File: config.mk
export PLATFORM = sky130hd
export DESIGN_NAME = spi_ram_ctrl
export DESIGN_NICKNAME = d
export VERILOG_FILES = /design/src/rtl/spi_ram_ctrl.sv
export SDC_FILE = /design/constraint.sdc
export NUM_CORES = 1
export LEC_CHECK = 0
export BUFFER_PORTS_ARGS = -buffer_cell sky130_fd_sc_hd__clkbuf_2
export CAP_MARGIN = 0
export CORE_UTILIZATION = 47
export CTS_CLUSTER_SIZE = 12
export DETAILED_ROUTE_END_ITERATION = 10
export GPL_ROUTABILITY_DRIVEN = 0
export PLACE_DENSITY = 0.65
export SYNTH_ARGS = -nofsm -noshare
export SYNTH_HDL_FRONTEND = slang
export SYNTH_SLANG_ARGS = --single-unit
File: constraint.sdc
create_clock -name clock -period 3.8 [get_ports clock]
set_input_delay 0 -clock clock [delete_from_list [all_inputs] [get_ports clock]]
set_output_delay 0 -clock clock [all_outputs]
set_load 0.03 [all_outputs]
File: src/rtl/spi_ram_ctrl.sv
// Word-oriented SPI SRAM controller (mode 0): one 32-bit read/write request becomes
// one CS-framed 64-bit transaction (cmd, 24-bit address, 32 data bits).
module spi_ram_ctrl #(
  parameter int CLK_DIV = 2,
  parameter int ADDR_W  = 24
) (
  input  logic              clock,
  input  logic              reset,
  input  logic              req_valid,
  output logic              req_ready,
  input  logic              req_we,
  input  logic [ADDR_W-1:0] req_addr,
  input  logic [31:0]       req_wdata,
  output logic              resp_valid,
  output logic [31:0]       resp_rdata,
  output logic              spi_sclk,
  output logic              spi_cs_n,
  output logic              spi_mosi,
  input  logic              spi_miso,
  output logic [3:0]        spi_oeb
);

  localparam int CW = $clog2(CLK_DIV + 1);
  localparam logic [CW-1:0] DIV_LAST = CW'(CLK_DIV - 1);

  typedef enum logic [2:0] {IDLE, SETUP, SHIFT, HOLD, DONE} state_t;

  state_t          state;
  logic [CW-1:0]   div_cnt;
  logic [5:0]      bit_cnt;
  logic            we_q;
  logic [62:0]     tx_sr;
  logic [31:0]     rx_sr;

  logic              accept;
  logic              half_done;
  logic              sclk_rise;
  logic              sclk_fall;
  logic [ADDR_W-1:0] wire_addr;
  logic [63:0]       frame_load;

  assign accept     = req_valid && req_ready;
  assign half_done  = (div_cnt == DIV_LAST);
  assign sclk_rise  = (state == SHIFT) && half_done && !spi_sclk;
  assign sclk_fall  = (state == SHIFT) && half_done && spi_sclk;
  assign wire_addr  = req_addr & ~ADDR_W'(3);
  assign frame_load = {(req_we ? 8'h02 : 8'h03), wire_addr, (req_we ? req_wdata : 32'h0)};
  assign spi_oeb    = 4'b1000;

  always_ff @(posedge clock or posedge reset) begin
    if (reset) begin
      state      <= IDLE;
      req_ready  <= 1'b0;
      resp_valid <= 1'b0;
      resp_rdata <= 32'h0;
      spi_sclk   <= 1'b0;
      spi_cs_n   <= 1'b1;
      spi_mosi   <= 1'b0;
      div_cnt    <= '0;
      bit_cnt    <= 6'd0;
      we_q       <= 1'b0;
    end else begin
      resp_valid <= 1'b0;
      case (state)
        IDLE: begin
          req_ready <= 1'b1;
          if (accept) begin
            req_ready <= 1'b0;
            state     <= SETUP;
            spi_cs_n  <= 1'b0;
            spi_mosi  <= frame_load[63];
            div_cnt   <= '0;
            bit_cnt   <= 6'd63;
            we_q      <= req_we;
          end
        end
        SETUP: begin
          if (half_done) begin
            state   <= SHIFT;
            div_cnt <= '0;
          end else begin
            div_cnt <= div_cnt + 1'b1;
          end
        end
        // Each SCLK period is a low half then a high half; MOSI advances on the fall.
        SHIFT: begin
          if (half_done) begin
            div_cnt <= '0;
            if (!spi_sclk) begin
              spi_sclk <= 1'b1;
            end else begin
              spi_sclk <= 1'b0;
              if (bit_cnt == 6'd0) begin
                state    <= HOLD;
                spi_mosi <= 1'b0;
              end else begin
                bit_cnt  <= bit_cnt - 1'b1;
                spi_mosi <= tx_sr[62];
              end
            end
          end else begin
            div_cnt <= div_cnt + 1'b1;
          end
        end
        // CS stays low for CLK_DIV cycles after the last fall, then one cycle high before DONE.
        HOLD: begin
          if (spi_cs_n) begin
            state      <= DONE;
            resp_valid <= 1'b1;
            if (!we_q) resp_rdata <= rx_sr;
          end else if (half_done) begin
            spi_cs_n <= 1'b1;
            div_cnt  <= '0;
          end else begin
            div_cnt <= div_cnt + 1'b1;
          end
        end
        DONE: begin
          state     <= IDLE;
          req_ready <= 1'b1;
        end
        default: state <= IDLE;
      endcase
    end
  end

  // Shift registers carry no reset: they are reloaded on every accepted request.
  always_ff @(posedge clock) begin
    if ((state == IDLE) && accept) begin
      tx_sr <= frame_load[62:0];
    end else if (sclk_fall) begin
      tx_sr <= {tx_sr[61:0], 1'b0};
    end
    if (sclk_rise) begin
      rx_sr <= {rx_sr[30:0], spi_miso};
    end
  end

endmodule

==> results of run 1 <==
==> flip-flops by register name, indices dropped and copies added (netlist names) <==
| name | count |
|---|---|
| state | 3 |
| tx_sr | 63 |
| spi_sclk | 1 |
| we_q | 1 |
| spi_mosi | 1 |
| spi_cs_n | 1 |
| div_cnt | 2 |
| rx_sr | 32 |
| req_ready | 1 |
| bit_cnt | 6 |
| resp_rdata | 32 |
| resp_valid | 1 |
==> per-stage QoR <==
stage                     cells  instance area [um2]    util
final                       668                 7348  0.6354
after global routing        668                 7348  0.6354
after floorplan             356                 5659       -
after detailed placement    577                 6236  0.5392
after global placement      577                 6236  0.5392
after CTS                   668                 7348  0.6354
==> power groups by stage <==
stage	Sequential [mW]	Clock [mW]	Combinational [mW]
after global routing	2.60	1.55	1.67
after CTS	2.54	1.50	1.56
final	2.53	1.47	1.54
after detailed placement	2.56	0	1.51
after floorplan	2.88	0	0.733
after global placement	2.54	0	1.47
==> cell type report <==
| class | instances | area share |
|---|---|---|
| sequential | 144 | 0.5525 |
| tap | 143 | 0.02435 |
| clock buffer | 26 | 0.06658 |
| inverter | 5 | 0.002554 |
| clock inverter | 6 | 0.004427 |
| multi-input combinational | 183 | 0.1973 |
| timing repair buffer | 161 | 0.1522 |
==> cell usage in the layout, fill, tap and decap left out, types with 11 or more instances in the layout <==
cell,n
clkbuf_2,95
nand2_1,15
dfrtp_1,48
clkbuf_16,17
a22o_1,53
edfxtp_1,93
mux2_2,31
dlygate4sd3_1,59
nor2_1,11
==> worst max-delay path: stages (launching register included) <==
cell and delay, ps:
dfrtp_1 560, and3b_1 220, buf_4 170, nand2_1 70
a211o_1 370, inv_2 460, buf_4 360
==> kinds of logic after synthesis <==
| kind of cell | count (synthesis) |
|---|---|
| flip-flops | 144 |
| AO/OA/AOI/OAI | 78 |
| AND/OR/NAND/NOR | 64 |
| multiplexers | 34 |
| buffers and inverters | 29 |
| adder cells (fa/ha/maj) | 2 |
| other | 2 |
| XOR/XNOR | 1 |
==> per-layer routing <==
| layer | up-vias | track usage | part of all wire |
|---|---|---|---|
| met5 | - | 0 | 0 |
| met4 | 0 | 0.07477 | 0.016 |
| met3 | 16 | 0.05661 | 0.045 |
| met2 | 95 | 0.3023 | 0.50 |
| met1 | 1748 | 0.2483 | 0.44 |
| li1 | 1665 | - | - |
==> final timing paths <==
| check | start | to | slack, ps |
|---|---|---|---|
| setup / recovery | state[1] | tx_sr[7] | 1260 |
| hold / removal | spi_miso | rx_sr[0] | 310 |
| setup reg to reg | state[1] | tx_sr[7] | 1260 |
| hold reg to reg | rx_sr[12] | rx_sr[13] | 440 |
| max in group asynchronous | reset | req_ready | 2750 |
| min in group asynchronous | reset | resp_rdata[20] | 400 |
==> impl_metrics.csv, run 1 <==
group,metric,value,unit
sta,rsz0062_at_grt,"no",
sta,relSlewSlack,0.2878,
power_and_ir_drop,total_power,5.541,mW
finish,seqCellArea,4060,um2
yosys,synth_most_common_cell,"edfxtp_1",
power_and_ir_drop,peakVddDrop,440.6,uV
floorplanning,pin_count,102,
setup_path,worst_setup_path_start_kind,"flop",
clock_tree,cts_made_buffers,17,
power_and_ir_drop,combPwrFrac,0.278,
yosys,synth_largest_area_cell,"edfxtp_1",
clock_tree,clk_pin_slew,50,ps
finish,nets,575,
finish,drive_above_1_share,0.3238,
placed_design,hpwl,6.255,mm
detailed_routing,num_vias,3524,
clock_tree,htree_num_levels,4,
detailed_routing,totalWireLength,11.00,mm
yosys,syn_area,5652,um2
placed_design,portBuffers,95,
power_and_ir_drop,p_leak,2.955,nW
floorplanning,die_area,12470,um2
yosys,synth_cell_types,45,
floorplanning,die_x,111.7,um
floorplanning,num_rows,39,
placed_design,dpl_worst_slack,1228,ps
clock_tree,clk_path_buf_depth,2,
worst_hold_path,holdPathStages,2,
sta,max_freq,394.2,MHz
clock_tree,cts_hold_buf,59,
yosys,synth.top_cells.by_count,"edfxtp_1, a22o_1, dfrtp_1",
detailed_routing,route.detailed.drc,5,
run,maxCapViolations,0,
sta,min_period,2537,ps
yosys,synth_xor_area_frac,0.001550,
clock_tree,root_buffer,"clkbuf_16",
yosys,synth_cells,354,
yosys,postSynthAreaPerCell,15.97,um2
grt,antenna_found_initial,0,
power_and_ir_drop,netSwitchingPower,1.825,mW
detailed_routing,drt_iter0_markers,300,
yosys,yosys_warnings,0,
clock_tree,post_cts_resized,0,
power_and_ir_drop,p_int,3.716,mW
sta,fin_worst_skew,4.768,ps
yosys,synth-seq-area-share,0.7184,
finish,multi_input_area,1450,um2
sta,setup_ws,1263,ps
setup_path,worst_r2r_path_depth,6,
yosys,synth_compound_area_frac,0.1153,
grt,grt_pass1_wl,18.13,mm
clock_tree,cts.sinks,144,
status,status,"complete, but fails checks",
sta,hold_viol_final,0,
clock_tree,cts_tree,"done",
power_and_ir_drop,seqPwrFrac,0.457,
clock_tree,post_cts_buffers,0,
worst_hold_path,hold_class,"in2reg",
power_and_ir_drop,power_density,754.1,nW/um2
sta,setup_violations,0,
power_and_ir_drop,switching_share,0.3293,
sta,setup_tns,0,ps
yosys,synth-edff-count,93,
finish,fillers,851,
yosys,muxShareOfSynthArea,0.06752,
detailed_routing,avgRoutedWirePerCell,16.47,um
floorplanning,fp.dieH,111.7,um
setup_path,crit_type,"reg2reg",
finish,antenna_cells,0,
status,violations,"DRC",
power_and_ir_drop,clkPwrFrac,0.265,
sta,hold_slack,312.1,ps
floorplanning,coreArea,11560,um2
grt,grt_max_degree,58,
floorplanning,start_util,0.4887,
grt,global_route.overflow_total,0,
detailed_routing,drt_pass1_iterations,7,
setup_path,worstPathArrival,2640,ps
yosys,synth_seq_cells,144,
finish,syn2layout_area_growth,30.02,%
yosys,netlist.area_leader.share,0.4941,
detailed_routing,vias_per_cell,5.275,
sta,tightest_slew,1067,ps
grt,grt_pass1_vias,3592,
yosys,synth_top_family_by_area,"compound AO/OA/AOI/OAI gates",
setup_path,required,3900,ps
detailed_routing,postRouteAntennaNets,0,
sta,period_share,0.6675,
setup_path,endpoint_kind,"flop",
grt,grt_usage,0.1909,
clock_tree,clk_latency,410,ps
yosys,async_reset_ff_frac,0.3403,
yosys,synthFlopType,"edfxtp_1",
setup_path,crit_fanout,29,
sta,slew_violations,0,
yosys,yosys.area_share.adder,0.004428,
yosys,synth_area_leaders,"edfxtp_1, dfrtp_1, a22o_1, mux2_2, nand2_1",
yosys,synth-simple-area-share,0.06243,
Note: power is estimated with default switching activity, not from simulation.
==> run 2: changes to the inputs <==
Settings changed: PLACE_DENSITY 0.65 to 0.68.
Clock period 3.8 ns to 2.1 ns, I/O delays scaled along.
==> impl_metrics.csv, run 2 (synthesis results as in run 1) <==
group,metric,value,unit
clock_tree,cts.sinks,144,
setup_path,worst_path_largest_cell_delay,440,ps
setup_path,crit_type,"reg2reg",
sta,setup_tns,0,ps
clock_tree,cts_made_buffers,17,
power_and_ir_drop,p_int,6.844,mW
finish,nets,577,
setup_path,path_buf_inv,2,
finish,reg_top3,"tx_sr x63, resp_rdata x32, rx_sr x32",
finish,stdcell_count,670,
finish,layout_commonest_cell,"clkbuf_2",
sta,hold_viol_final,0,
finish,mostFrequentLayoutCells,"clkbuf_2, edfxtp_1, dlygate4sd3_1",
sta,relSlewSlack,0.5686,
power_and_ir_drop,clkPwrFrac,0.264,
finish,largest-register,"tx_sr",
finish,final_util,0.6428,
finish,finalInstanceArea,7433,um2
grt,grt_pass1_wl,18.22,mm
clock_tree,htree_num_levels,4,
setup_path,worst_setup_path_start_kind,"flop",
detailed_routing,vias_per_cell,5.300,
setup_path,required,2210,ps
sta,tightest_slew,647.1,ps
setup_path,worstPathArrival,1940,ps
finish,antenna_cells,0,
sta,period_share,0.8706,
power_and_ir_drop,switching_share,0.3276,
grt,global_route.overflow_total,0,
power_and_ir_drop,p_leak,2.979,nW
placed_design,place_inst,581,
placed_design,portBuffers,95,
detailed_routing,drt_iter0_markers,232,
sta,slew_violations,0,
finish,syn2layout_area_growth,31.53,%
setup_path,endpoint_kind,"flop",
power_and_ir_drop,combPwrFrac,0.287,
floorplanning,fp.dieH,111.7,um
clock_tree,clk_path_buf_depth,2,
sta,max_freq,547.0,MHz
setup_path,path_cells,"nand3b_1 -> a211o_1 -> clkinvlp_4 -> buf_12",
sta,fin_worst_skew,10.01,ps
sta,min_period,1828,ps
floorplanning,die_x,111.7,um
detailed_routing,avgRoutedWirePerCell,16.12,um
grt,grt_pass1_vias,3606,
detailed_routing,num_vias,3551,
status,violations,"DRC",
power_and_ir_drop,peakVddDrop,575.1,uV
floorplanning,num_rows,39,
sta,rsz0062_at_grt,"no",
clock_tree,cts_tree,"done",
power_and_ir_drop,seqPwrFrac,0.450,
clock_tree,root_buffer,"clkbuf_16",
floorplanning,coreArea,11560,um2
finish,drive_above_1_share,0.3302,
detailed_routing,postRouteAntennaNets,0,
setup_path,crit_fanout,31,
grt,grt_usage,0.1912,
clock_tree,post_cts_resized,0,
sta,setup_violations,0,
grt,antenna_found_initial,0,
placed_design,hpwl,6.351,mm
floorplanning,start_util,0.4887,
status,status,"complete, but fails checks",
finish,largest_reg_flops,63,
placed_design,place_area,6334,um2
floorplanning,pin_count,102,
power_and_ir_drop,total_power,10.18,mW
setup_path,slowest_stage,"dfrtp_1",
clock_tree,clk_latency,420,ps
power_and_ir_drop,power_density,1369,nW/um2
clock_tree,clk_pin_slew,60,ps
power_and_ir_drop,netSwitchingPower,3.335,mW
setup_path,critPathTopFamily,"flip-flops",
floorplanning,die_area,12470,um2
detailed_routing,totalWireLength,10.80,mm
detailed_routing,drt_pass1_iterations,11,
run,maxCapViolations,0,
grt,grt_max_degree,55,
finish,fillers,855,
worst_hold_path,hold_class,"in2reg",
detailed_routing,route.detailed.drc,9,
-- run 2: final cells by class --
type	instances	area, um2	area share
Multi-Input combinational cell	183	1451	0.1953
Clock buffer	25	496.7	0.06682
Timing Repair Buffer	163	1191	0.1602
Inverter	5	22.52	0.003030
Sequential cell	144	4060	0.5462
Tap cell	143	178.9	0.02407
Clock inverter	7	32.53	0.004376
-- run 2: worst reg2reg max path: cells and delay by family (launching register included) --
family,cells,cell delay (ps)
flip-flops,1,440
AO/OA/AOI/OAI,1,420
buffers and inverters,2,350
AND/OR/NAND/NOR,1,290
-- run 2: layer usage --
layer / track usage / up-vias / part of all wire
li1: - / 1669 / -
met3: 0.05770 / 30 / 0.050
met2: 0.2932 / 91 / 0.48
met5: 0 / - / 0
met1: 0.2463 / 1761 / 0.44
met4: 0.1000 / 0 / 0.028
-- run 2: timing repair --
item                      4_1_cts  5_1_grt
buffers inserted                0        0
hold buffers                   57        0
hold endpoints to repair      103        0
-- run 2: through the flow --
step,worst slack [ps],hold slack (ps)
6_report,271.8,42.91
5_1_grt,169.6,70.68
4_1_cts,275.5,24.07
3_5_place_dp,291.9,190.7
3_3_place_gp,320.7,178.7
2_1_floorplan,-241.2,98.87
-- run 2: final timing paths --
kind / from / end / slack [ps] / cells past startpoint
hold reg to reg: rx_sr[11] / rx_sr[12] / 440 / 0
min in group asynchronous: reset / resp_rdata[3] / 280 / 4
max in group asynchronous: reset / spi_mosi / 1380 / 4
hold / removal: req_valid / div_cnt[1] / 40 / 3
setup reg to reg: state[1] / tx_sr[7] / 270 / 4
setup / recovery: state[1] / tx_sr[7] / 270 / 4
-- run 2: power groups by stage --
stage          Combinational (mW)  Sequential (mW)  Clock, mW
2_1_floorplan                1.34             5.19          0
3_3_place_gp                 2.79             4.58          0
3_5_place_dp                 2.85             4.62          0
4_1_cts                      2.95             4.58       2.74
5_1_grt                      3.16             4.69       2.85
6_report                     2.92             4.58       2.68
